**src/rtl/uart_input_buffer_pkg.sv**
```systemverilog
// Shared types and constants for the UART plaintext input buffer.
package uart_input_buffer_pkg;

    localparam int BLOCK_BYTES = 16;

    typedef enum logic [1:0] {
        ASM_IDLE,
        ASM_COLLECT,
        ASM_XX
    } in_asm_fsm_e;

    typedef enum logic [1:0] {
        OUT_EMPTY,
        OUT_READ,
        OUT_VALID,
        OUT_XX
    } in_out_fsm_e;

endpackage

```
**src/rtl/uart_input_buffer_fifo.sv**
```systemverilog
// Block FIFO with registered (1-cycle latency) read data and active-low async reset.
module Fifo_Buffer #(
    parameter int DATA_WIDTH = 128,
    parameter int DEPTH      = 4
) (
    input  logic                  clk,
    input  logic                  reset_n,
    input  logic                  wr_en,
    input  logic [DATA_WIDTH-1:0] wr_data,
    input  logic                  rd_en,
    output logic [DATA_WIDTH-1:0] rd_data,
    output logic                  full,
    output logic                  empty
);

    localparam int PW = (DEPTH > 1) ? $clog2(DEPTH) : 1;
    localparam int CW = $clog2(DEPTH + 1);

    logic [DATA_WIDTH-1:0] r_mem [DEPTH];
    logic [PW-1:0]         r_wptr, r_rptr;
    logic [CW-1:0]         r_count;
    logic                  w_do_wr, w_do_rd;

    // Fullness is judged before any same-cycle pop, so a pop never makes room for a write.
    assign w_do_wr = wr_en && !full;
    assign w_do_rd = rd_en && !empty;
    assign full    = (r_count == CW'(DEPTH));
    assign empty   = (r_count == '0);

    always_ff @(posedge clk or negedge reset_n) begin
        if (!reset_n) begin
            r_wptr  <= '0;
            r_rptr  <= '0;
            r_count <= '0;
            rd_data <= '0;
        end else begin
            if (w_do_wr) begin
                r_wptr <= (r_wptr == PW'(DEPTH - 1)) ? '0 : r_wptr + 1'b1;
            end
            if (w_do_rd) begin
                rd_data <= r_mem[r_rptr];
                r_rptr  <= (r_rptr == PW'(DEPTH - 1)) ? '0 : r_rptr + 1'b1;
            end
            case ({w_do_wr, w_do_rd})
                2'b10:   r_count <= r_count + 1'b1;
                2'b01:   r_count <= r_count - 1'b1;
                default: r_count <= r_count;
            endcase
        end
    end

    always_ff @(posedge clk) begin
        if (w_do_wr) begin
            r_mem[r_wptr] <= wr_data;
        end
    end

endmodule

```
**src/rtl/uart_input_buffer.sv**
```systemverilog
// Assembles UART bytes into 128-bit blocks, queues them, and hands them to the AES core.
module uart_input_buffer
    import uart_input_buffer_pkg::*;
#(
    parameter int DATA_WIDTH     = 128,
    parameter int FIFO_DEPTH     = 4,
    parameter int TIMEOUT_CYCLES = 100000
) (
    input  logic                  clk,
    input  logic                  reset,
    input  logic [7:0]            rx_byte,
    input  logic                  rx_done,
    output logic [DATA_WIDTH-1:0] text_out,
    output logic                  text_valid,
    input  logic                  text_ready,
    output logic                  buffer_full,
    output logic                  overflow_err,
    output logic                  timeout_err
);

    localparam int IDLE_W = $clog2(TIMEOUT_CYCLES);
    localparam logic [IDLE_W-1:0] IDLE_LAST = IDLE_W'(TIMEOUT_CYCLES - 1);

    in_asm_fsm_e                 r_asm_state, w_asm_next;
    in_out_fsm_e                 r_out_state, w_out_next;
    logic [0:BLOCK_BYTES-1][7:0] r_asm, w_block;
    logic [3:0]                  r_byte_cnt, w_cnt_next;
    logic [IDLE_W-1:0]           r_idle, w_idle_next;
    logic                        w_store, w_wr, w_ovf, w_tmo, w_rden;
    logic                        r_overflow, r_timeout;
    logic [DATA_WIDTH-1:0]       r_text_out, w_fifo_rd;
    logic                        w_fifo_full, w_fifo_empty;

    // The 16th byte bypasses the assembly register so the block enqueues in its own cycle.
    always_comb begin
        w_block                  = r_asm;
        w_block[BLOCK_BYTES - 1] = rx_byte;
    end

    always_comb begin
        w_asm_next  = r_asm_state;
        w_cnt_next  = r_byte_cnt;
        w_idle_next = r_idle;
        w_store     = 1'b0;
        w_wr        = 1'b0;
        w_ovf       = 1'b0;
        w_tmo       = 1'b0;
        case (r_asm_state)
            ASM_IDLE: begin
                w_idle_next = '0;
                if (rx_done) begin
                    w_store    = 1'b1;
                    w_cnt_next = 4'd1;
                    w_asm_next = ASM_COLLECT;
                end
            end
            ASM_COLLECT: begin
                if (rx_done) begin
                    w_store     = 1'b1;
                    w_idle_next = '0;
                    if (r_byte_cnt == 4'(BLOCK_BYTES - 1)) begin
                        w_cnt_next = '0;
                        w_asm_next = ASM_IDLE;
                        w_wr       = !w_fifo_full;
                        w_ovf      = w_fifo_full;
                    end else begin
                        w_cnt_next = r_byte_cnt + 4'd1;
                    end
                end else if (r_idle == IDLE_LAST) begin
                    w_tmo       = 1'b1;
                    w_cnt_next  = '0;
                    w_idle_next = '0;
                    w_asm_next  = ASM_IDLE;
                end else begin
                    w_idle_next = r_idle + 1'b1;
                end
            end
            default: begin
                w_asm_next  = ASM_XX;
                w_cnt_next  = 'x;
                w_idle_next = 'x;
                w_store     = 1'bx;
                w_wr        = 1'bx;
                w_ovf       = 1'bx;
                w_tmo       = 1'bx;
            end
        endcase
    end

    always_ff @(posedge clk or posedge reset) begin
        if (reset) begin
            r_asm_state <= ASM_IDLE;
            r_byte_cnt  <= '0;
            r_idle      <= '0;
            r_asm       <= '0;
            r_overflow  <= 1'b0;
            r_timeout   <= 1'b0;
        end else begin
            r_asm_state <= w_asm_next;
            r_byte_cnt  <= w_cnt_next;
            r_idle      <= w_idle_next;
            r_overflow  <= w_ovf;
            r_timeout   <= w_tmo;
            if (w_store) begin
                r_asm[r_byte_cnt] <= rx_byte;
            end
        end
    end

    Fifo_Buffer #(
        .DATA_WIDTH (DATA_WIDTH),
        .DEPTH      (FIFO_DEPTH)
    ) u_fifo (
        .clk     (clk),
        .reset_n (~reset),
        .wr_en   (w_wr),
        .wr_data (w_block),
        .rd_en   (w_rden),
        .rd_data (w_fifo_rd),
        .full    (w_fifo_full),
        .empty   (w_fifo_empty)
    );

    always_comb begin
        w_out_next = r_out_state;
        w_rden     = 1'b0;
        case (r_out_state)
            OUT_EMPTY: begin
                if (!w_fifo_empty) begin
                    w_rden     = 1'b1;
                    w_out_next = OUT_READ;
                end
            end
            OUT_READ:  w_out_next = OUT_VALID;
            OUT_VALID: begin
                if (text_ready) begin
                    w_out_next = OUT_EMPTY;
                end
            end
            default: begin
                w_out_next = OUT_XX;
                w_rden     = 1'bx;
            end
        endcase
    end

    always_ff @(posedge clk or posedge reset) begin
        if (reset) begin
            r_out_state <= OUT_EMPTY;
            r_text_out  <= '0;
        end else begin
            r_out_state <= w_out_next;
            if (r_out_state == OUT_READ) begin
                r_text_out <= w_fifo_rd;
            end
        end
    end

    assign text_out     = r_text_out;
    assign text_valid   = (r_out_state == OUT_VALID);
    assign buffer_full  = w_fifo_full;
    assign overflow_err = r_overflow;
    assign timeout_err  = r_timeout;

endmodule
```
**config.mk**
```make
export PLATFORM = sky130hd
export DESIGN_NAME = uart_input_buffer
export DESIGN_NICKNAME = d
export VERILOG_FILES = /design/src/rtl/uart_input_buffer_pkg.sv /design/src/rtl/uart_input_buffer_fifo.sv /design/src/rtl/uart_input_buffer.sv
export SDC_FILE = /design/constraint.sdc
export NUM_CORES = 1
export LEC_CHECK = 0
export CORE_MARGIN = 2
export CORE_UTILIZATION = 55
export CTS_BUF_LIST = sky130_fd_sc_hd__clkbuf_8 sky130_fd_sc_hd__clkbuf_16
export CTS_CLUSTER_DIAMETER = 40
export DETAILED_ROUTE_END_ITERATION = 8
export GPL_TIMING_DRIVEN = 0
export PLACE_DENSITY = 0.75
export SLEW_MARGIN = 20
export SYNTH_ARGS = -nofsm -noshare
export SYNTH_HDL_FRONTEND = slang
export SYNTH_SLANG_ARGS = --single-unit
```
**constraint.sdc**
```tcl
create_clock -name clk -period 18.6 [get_ports clk]
set_input_delay 4.65 -clock clk [delete_from_list [all_inputs] [get_ports clk]]
set_output_delay 4.65 -clock clk [all_outputs]
set_load 0.02 [all_outputs]
```
---- Word-level counts from Yosys, hierarchy flattened ----
Memories as Yosys holds them, arrays and structs flattened. A register that Yosys moved wholly into a read port is not among the register bits.
Cells that the tools add are included.
word-level totals
  register bits after elaboration ......... 290
  bits in writable memories ............... 512
  input port bits ......................... 12
  output and inout port bits .............. 132
  word-level logic and storage cells ...... 102
  memories ................................ 1
memory list
  memory        depth  width  read ports  clocked after Yosys merged registers in  write ports  line                          text
  u_fifo.r_mem  4      128    1           1                                        1            uart_input_buffer_fifo.sv:19  logic [DATA_WIDTH-1:0] r_mem [DEPTH];
operators by class
  $add $sub $neg .......................... 6
  $lt $le $gt $ge ......................... 2
  eq/ne operators ......................... 15
  multiplexer cells ....................... 37
  bitwise gates (word level) .............. 1
  reduce and logical (&&, ||, !) cells .... 14
operator list
  operator                                                  count
  bitwise mux 128 bit                                       1
  2-to-1 mux 17 bit                                         2
  one-hot mux 17 bit (2 select lines)                       1
  demux 8 bit (select 4 bit)                                1
  adder 17 x 1 -> 17 bit, second input constant             1
  == test 17 bit, second input constant                     1
  2-to-1 mux 2 bit                                          8
  2-to-1 mux 4 bit                                          4
  2-to-1 mux 1 bit                                          11
  == test 2 bit, second input constant                      4
  2-to-1 mux 8 bit                                          1
  one-hot mux 1 bit (2 select lines)                        4
  one-hot mux 4 bit (2 select lines)                        1
  == test 2 x 1 -> 1 bit, second input constant             3
  inequality test 3 bit, second input constant              2
  one-hot mux 2 bit (3 select lines)                        1
  one-hot mux 3 bit (2 select lines)                        1
  greater-or-equal comparator 5 bit, second input constant  1
  < comparator 5 x 1 -> 1 bit, second input constant        1
  inverter 4 -> 5 bit                                       1
  adder 2 x 1 -> 2 bit, second input constant               2
  adder 4 x 1 -> 4 bit, second input constant               1
  == test 4 bit, second input constant                      1
  logical NOT 2 bit                                         2
  other kinds (13)                                          19

---- Depth between registers and ports, before layout ----
  depth after elaboration ................. 8
  depth in mapped cells ................... 12
  mapped depth without buffers ............ 10

---- Modules after synthesis ----
From an unflattened synthesis, not the netlist that was laid out.
unflattened totals
  cells, all modules ...................... 1665
  area, all modules ....................... 34421.8 sq um
by module, submodules not included
  module             instances  cells each  area an instance (sq um)  seq. area each (sq um)
  Fifo_Buffer        1          979         23632.7                   18753.0
  uart_input_buffer  1          686         10789.1                   6881.6

---- Least setup slack after synthesis ----
OpenSTA, ideal clock, no wires.
  path type ............................... input to register
  start point ............................. input port rx_done
  end point ............................... memory u_fifo.r_mem[0][0] (enable)
  data arrival time ....................... 8.090 ns
  required time ........................... 18.098 ns
  slack ................................... 10.008 ns
  cell stages on the path ................. 4
  cell sequence ........................... and3b_1 -> nand3_1 -> nor2_2 -> and2_1
between the ends
  word-level cells in the longest chain between the ends .. 5
RTL lines
  what                                    line                          text
  start: declaration                      uart_input_buffer.sv:12       input logic rx_done,
  2-to-1 mux 1 bit                        uart_input_buffer.sv:58       if (rx_done) begin
  one-hot mux 1 bit (2 select lines)      uart_input_buffer.sv:48       case (r_asm_state)
  logical AND 1 bit                       uart_input_buffer_fifo.sv:25  assign w_do_wr = wr_en && !full;
  2-to-1 mux 1 bit                        uart_input_buffer_fifo.sv:53  if (w_do_wr) begin
  2-to-1 mux 1 bit (implied by the code)  uart_input_buffer_fifo.sv:54  r_mem[r_wptr] <= wr_data;
  end: declaration                        uart_input_buffer_fifo.sv:19
No other way between the ends.

---- Final worst setup path ----
  start point ............................. input port rx_done
  end point ............................... memory u_fifo.r_mem[3][123] (enable)
The elaborated chain is that of the path after synthesis.

==> impl_metrics.csv <==
group,metric,value,unit
sta,rsz0062_at_grt,"no",
global_routing,grt_max_degree,86,
sta,final.setup.tns,0,ns
sta,period_needed,6.76,ns
drt,drc,0,
outcome,status,"complete, no violations",
power,p_leak,15.7,nW
synth,synth_cell_types,41,
floorplan,placeableCoreArea,61900,sq um
worst_setup_path,critPathRequiredTime,18.93,ns
min_path,hold_end,"r_idle[0]",
sta,max_freq,0.148,GHz
floorplan,num_io_pins,144,
worst_setup_path,r2r-start,"r_out_state[0]",
clocking,cts_tree,"yes",
sta,worst_slew_pin_slew,1.15,ns
drt,wl_met2,36.6,mm
cells_and_area,nets,1963,
floorplan,die_h,255,um
clocking,insertion_delay,0.67,ns
clocking,clkTransAtPathRegs,0.06,ns
synth,synth.net_count,1694,
global_routing,grt_pass1_wl,109,mm
worst_setup_path,crit_chain,"clkdlybuf4s50_1, and3b_1, nand3_1, nor2_2, and2_4, buf_12, buf_16",
cells_and_area,layout_commonest_cell,"edfxtp_1",
sta,setup_violations,0,
drt,dr.first_iter.drc_count,1277,
clocking,cts_made_buffers,107,
worst_setup_path,crit_path_end_kind,"flip-flop",
clocking,cts_hold_buf,0,
worst_setup_path,reg2reg_slack,14.79,ns
global_routing,grt-ovfl-total,0,
floorplan,initial_utilization,0.559,
drt,vias,16500,
drt,dr_wl_met3,3.43,mm
flow_run,max-cap-violations,0,
min_path,min-delay-start,"r_idle[0]",
global_routing,antenna_found_initial,6,
worst_setup_path,path_delay_family,"simple AND/OR/NAND/NOR gates",
placed_design,hpwl,42.0,mm
worst_setup_path,r2r_cells,11,
clocking,clock_path_buffers,3,
worst_setup_path,critPathMaxStageDelay,0.55,ns
sta,slew_headroom,0.230,
sta,hold_slack,0.464,ns
floorplan,die_area,65000,sq um
floorplan,rows,91,
synth,synth_seq_cells,922,
sta,finalWorstSetupSlack,11.84,ns
synth,syn_inst,1666,
worst_setup_path,critPathBufInv,3,
cells_and_area,synthToLayoutAreaGrowth,19.6,%
synth,ys_seq_area_frac,0.740,
synth,synth_edf_count,512,
synth,yosysWarnings,0,
placed_design,io_buffers,143,
power,peakVddDrop,0.104,mV
worst_setup_path,cp-start-kind,"input port",
global_routing,grt.total_usage,0.229,
cells_and_area,postLayoutCoreUtil,0.669,
power,powerDensity,183,nW/um^2
drt,vias_per_cell,5.75,
placed_design,gp_congestion,0.768,
worst_setup_path,path_max_fanout,44,
clocking,cts-root-buf,"clkbuf_16",
drt,wl_per_cell,24.9,um
min_path,holdPathStages,1,
cells_and_area,drive_above_1_share,0.382,
cells_and_area,fill_cells,3923,
clocking,post-cts-setup-buffer-count,0,
global_routing,grt_pass1_vias,17900,
synth,ys_top_cells_by_area,"edfxtp_1, dfrtp_1, mux2_2, mux4_2, mux2_4",
sta,slew_violations,0,
sta,finalHoldViolations,0,
drt,wl_met1,29.4,mm
drt,top_layer_used,"met5",
clocking,h-tree-depth,3,
cells_and_area,mostFrequentLayoutCells,"edfxtp_1, dfrtp_1, mux2_2",
clocking,clock-sinks,922,
synth,synthArstFlopShare,0.445,
synth,syn_area_per_cell,20.8,sq um
drt,drtAntennaViolNets,0,
synth,synth_ff_type,"edfxtp_1",
synth,yosysTopAreaCellShare,0.444,
worst_setup_path,worstReg2RegEnd,"u_fifo.r_count[2]",
worst_setup_path,critPathKind,"input port to flip-flop",
sta,skew,0.0274,ns
synth,netlist_area,34600,sq um
worst_setup_path,cp.arrival,7.09,ns
placed_design,place_ws,11.20,ns
floorplan,fp.dieW,255,um
worst_setup_path,critPathSlowestCell,"clkdlybuf4s50_1",
drt,dr.pass1.iters,5,
synth,yosysTopAreaCell,"edfxtp_1",
drt,drt-total-wl,71.4,mm
clocking,cts_resized,0,
sta,finalCritPeriodShare,0.364,
min_path,hp-class,"flip-flop to flip-flop",
[how the worst max path moves through the flow]
stage / from / endpoint / slack (ns) / cells past startpoint
after floorplan: reset / overflow_err / 2.54 / 1
after global placement: reset / r_asm[57] / -2.78 / 2
after detailed placement: rx_done / u_fifo.r_mem[3][76] / 11.20 / 7
after CTS: rx_done / u_fifo.r_mem[3][77] / 11.84 / 7
after global routing: rx_done / u_fifo.r_mem[3][77] / 11.75 / 7
final: rx_done / u_fifo.r_mem[3][123] / 11.84 / 7
[kinds of logic after synthesis]
kind of cell,count (synthesis),share of synthesized area
and+or+nand+nor,96,0.0161
adders and majority gates,16,0.00600
DFF,922,0.740
xor gates and xnor gates,19,0.00481
AOI/OAI and AO/OA,15,0.00275
buffers and inverters,88,0.0139
muxes,510,0.216
[metal layers]
layer / GRT usage / up-vias
met3: 0.0373 / 134
met2: 0.387 / 505
met5: 0 / -
met1: 0.309 / 8808
li1: - / 7041
met4: 0.0742 / 4
[stage by stage]
step,instance area [sq um],std cells,power (mW)
global route,41400,2866,7.92
global placement,37100,2646,5.35
CTS,41400,2866,7.66
floorplan,34600,1666,4.67
detailed placement,37600,2663,5.45
finish,41400,2867,7.59
[state kept, by name, indices dropped and copies added (netlist names), 3 cells and up]
register        cells
u_fifo.r_mem      512
r_idle             17
r_asm             120
text_out          128
u_fifo.rd_data    128
r_byte_cnt          4
u_fifo.r_count      3
[cell type report]
class                      instances  area [sq um]  area share
clock inverter                    76           813      0.0196
antenna                            1          2.50   0.0000604
sequential                       922         25600       0.619
inverter                          13          56.3     0.00136
multi-input combinational        656          8530       0.206
tap                              837          1050      0.0253
timing repair buffer             160          1860      0.0449
buffer                            75           437      0.0105
clock buffer                     127          3040      0.0735
[cells in the mapped netlist (7+ instances only)]
cell type,n
buf_2,25
mux2_4,80
ha_1,15
inv_1,13
xor2_1,7
nand2_1,11
buf_6,11
nand3_2,8
nand3_1,10
mux2_2,300
nand4_1,8
dfrtp_1,410
buf_4,10
mux4_2,128
nor2_1,25
edfxtp_1,512
clkbuf_1,22
xnor2_1,12
[power breakdown]
group	switching, mW	internal, mW	total [mW]	leakage [nW]
combinational	1.01	1.30	2.31	4.13
sequential	0.353	2.75	3.10	9.62
clock	0.860	1.33	2.18	1.92
total	2.22	5.37	7.59	15.7
No activity file was read; power rests on OpenSTA's default activity.
==> RTL change, RTL diff (same settings) <==
Put one more register stage on the output `timeout_err`, with the module's reset. The value now appears one clock later. The other outputs are not delayed to match.
--- a/src/rtl/uart_input_buffer.sv
+++ b/src/rtl/uart_input_buffer.sv
@@ -161,5 +161,11 @@
     assign buffer_full  = w_fifo_full;
     assign overflow_err = r_overflow;
-    assign timeout_err  = r_timeout;
+    always_ff @(posedge clk or posedge reset) begin
+        if (reset) begin
+            timeout_err <= '0;
+        end else begin
+            timeout_err <= r_timeout;
+        end
+    end
 
 endmodule
Behaviour: no difference found for any inputs over 4 cycles, from zero or initial values and one cycle with reset high; that may be too few to reach the edited logic, so the function may still have changed.
==> RTL change against the original RTL <==
- wire length fell by 2.0%
- core utilization fell by 0.39 points
- power fell by 4.4%
- final cell count barely moved
- synthesized area barely moved
- sequential cell count rose by 1
- critical path type unchanged
- final area fell by 0.58%
- worst setup slack got worse by 290 ps
==> RTL change: results (changes against the original RTL) <==
metric,value,unit,change
place.gp.congestion,0.7747,,+0.83%
drive_gt1_share,38.06,%,-0.19 points
wl_per_cell,24.38,um,-2.1%
synthTopCellsByCount,"edfxtp_1 (512), dfrtp_1 (411), mux2_2 (300)",,
r2r-start,r_out_state[1]$_DFFE_PP0P_,,
grt_max_degree,98,,+14%
status,"complete, no violations",,
vdd_drop_max,0.1366,mV,+32%
min_from,r_timeout$_DFF_PP0_,,
ys_seq_area_share,74.13,%,+0.099 points
hold_slack,347.2,ps,-116.8 ps
ys_top_cells_by_area,"edfxtp_1 (44%), dfrtp_1 (30%), mux2_2 (9.8%)",,
crit_fanout,32,,-27%
cpLargestDelayFamily,buffers and inverters,,
synth_cell_type_count,43,,+4.9%
worstMarginPinSlew,1177,ps,+22.69 ps
fin_skew,25.87,ps,-1.564 ps
dp_hpwl,41920,um,-0.27%
grt_pass1_vias,17510,,-2.4%
holdPathStages,0,,-1
track_usage,22.38,%,-0.53 points
num-nets-final,1964,,+0.051%
antenna_found_initial,4,,-2
leakagePower,15.90,nW,+1.5%
dr.first_iter.drc_count,1376,,+7.8%
async_flop_share,44.53,%,+0.060 points
## RTL change: cell types whose count changed in the layout (fill, tap and decap cells not counted), moves of 5 or more
| cell | before | now |
|---|---|---|
| buf_1 | 5 | 13 |
| buf_2 | 26 | 31 |
| buf_4 | 10 | 4 |
| bufinv_16 | 10 | 4 |
| clkbuf_1 | 21 | 15 |
| clkbuf_8 | 12 | 7 |
| clkinv_4 | 4 | 12 |
| nor2_1 | 25 | 20 |
| nor4_1 | 5 | 0 |
| xnor2_1 | 12 | 2 |
| xor2_1 | 7 | 16 |
## RTL change: report_power, final
part / internal (mW) / switching [mW] / leakage (nW)
registers: 2.67 / 0.298 / 9.84
clock network: 1.20 / 0.858 / 1.83
logic: 1.25 / 0.988 / 4.24
## RTL change: layout make-up
class	count	area (um^2)	area share, %
Antenna cell	1	2.502	0.006077
Buffer	79	439.2	1.066
Clock buffer	120	2924	7.101
Clock inverter	84	691.9	1.680
Inverter	11	48.80	0.1185
Multi-Input combinational cell	654	8489	20.62
Sequential cell	923	25660	62.31
Tap cell	837	1047	2.543
Timing Repair Buffer	160	1877	4.558
## RTL change: stage by stage
step	setup TNS [ps]	worst slack, ps	instances	instance area (um^2)
3_5_place_dp	0	10920	2664	37560
3_3_place_gp	-1042640	-2624	2647	37090
2_1_floorplan	0	2514	1667	34610
4_1_cts	0	11590	2868	41180
5_1_grt	0	11400	2868	41180
6_report	0	11550	2869	41180
## RTL change: worst max path at each step
stage | endpoint | slack, ps | cells after the start
after floorplan | overflow_err$_DFF_PP0_ | 2510 | 1
after global placement | text_out[57]$_DFFE_PP0P_ | -2620 | 2
after detailed placement | u_fifo.r_mem[3][42]$_DFFE_PP_ | 10920 | 8
after CTS | u_fifo.r_mem[3][42]$_DFFE_PP_ | 11590 | 8
after global routing | u_fifo.r_mem[3][42]$_DFFE_PP_ | 11400 | 8
final | u_fifo.r_mem[3][42]$_DFFE_PP_ | 11550 | 8
## RTL change: cells by family (layout without fill, tap and decap cells)
family | Yosys count | in the layout | share of synthesized area [%]
muxes | 508 | 508 | 21.56
other | 0 | 1 | 0
buffers and inverters | 90 | 454 | 1.374
xor gates and xnor gates | 18 | 18 | 0.4554
adders and majority gates | 16 | 16 | 0.6000
and+or+nand+nor | 95 | 95 | 1.591
AOI/OAI and AO/OA | 17 | 17 | 0.2928
DFF | 923 | 923 | 74.13
## RTL change: worst register-to-register path, cell delays in order (launching register included)
cell and delay [ps]:
dfrtp_1 410, inv_1 110, ha_1 310, nor2_2 470
buf_2 470, buf_2 390, ha_1 260, inv_1 60
fa_1 370, xor2_1 150, nor2_1 110, xor2_1 180
## RTL change: per-layer routing
metal	share of wire, %	vias to the layer above	GRT usage (%)
li1	-	7052	-
met1	42	8808	31.08
met2	51	517	37.34
met3	4.9	110	3.407
met4	2.0	0	6.533
met5	0	-	0
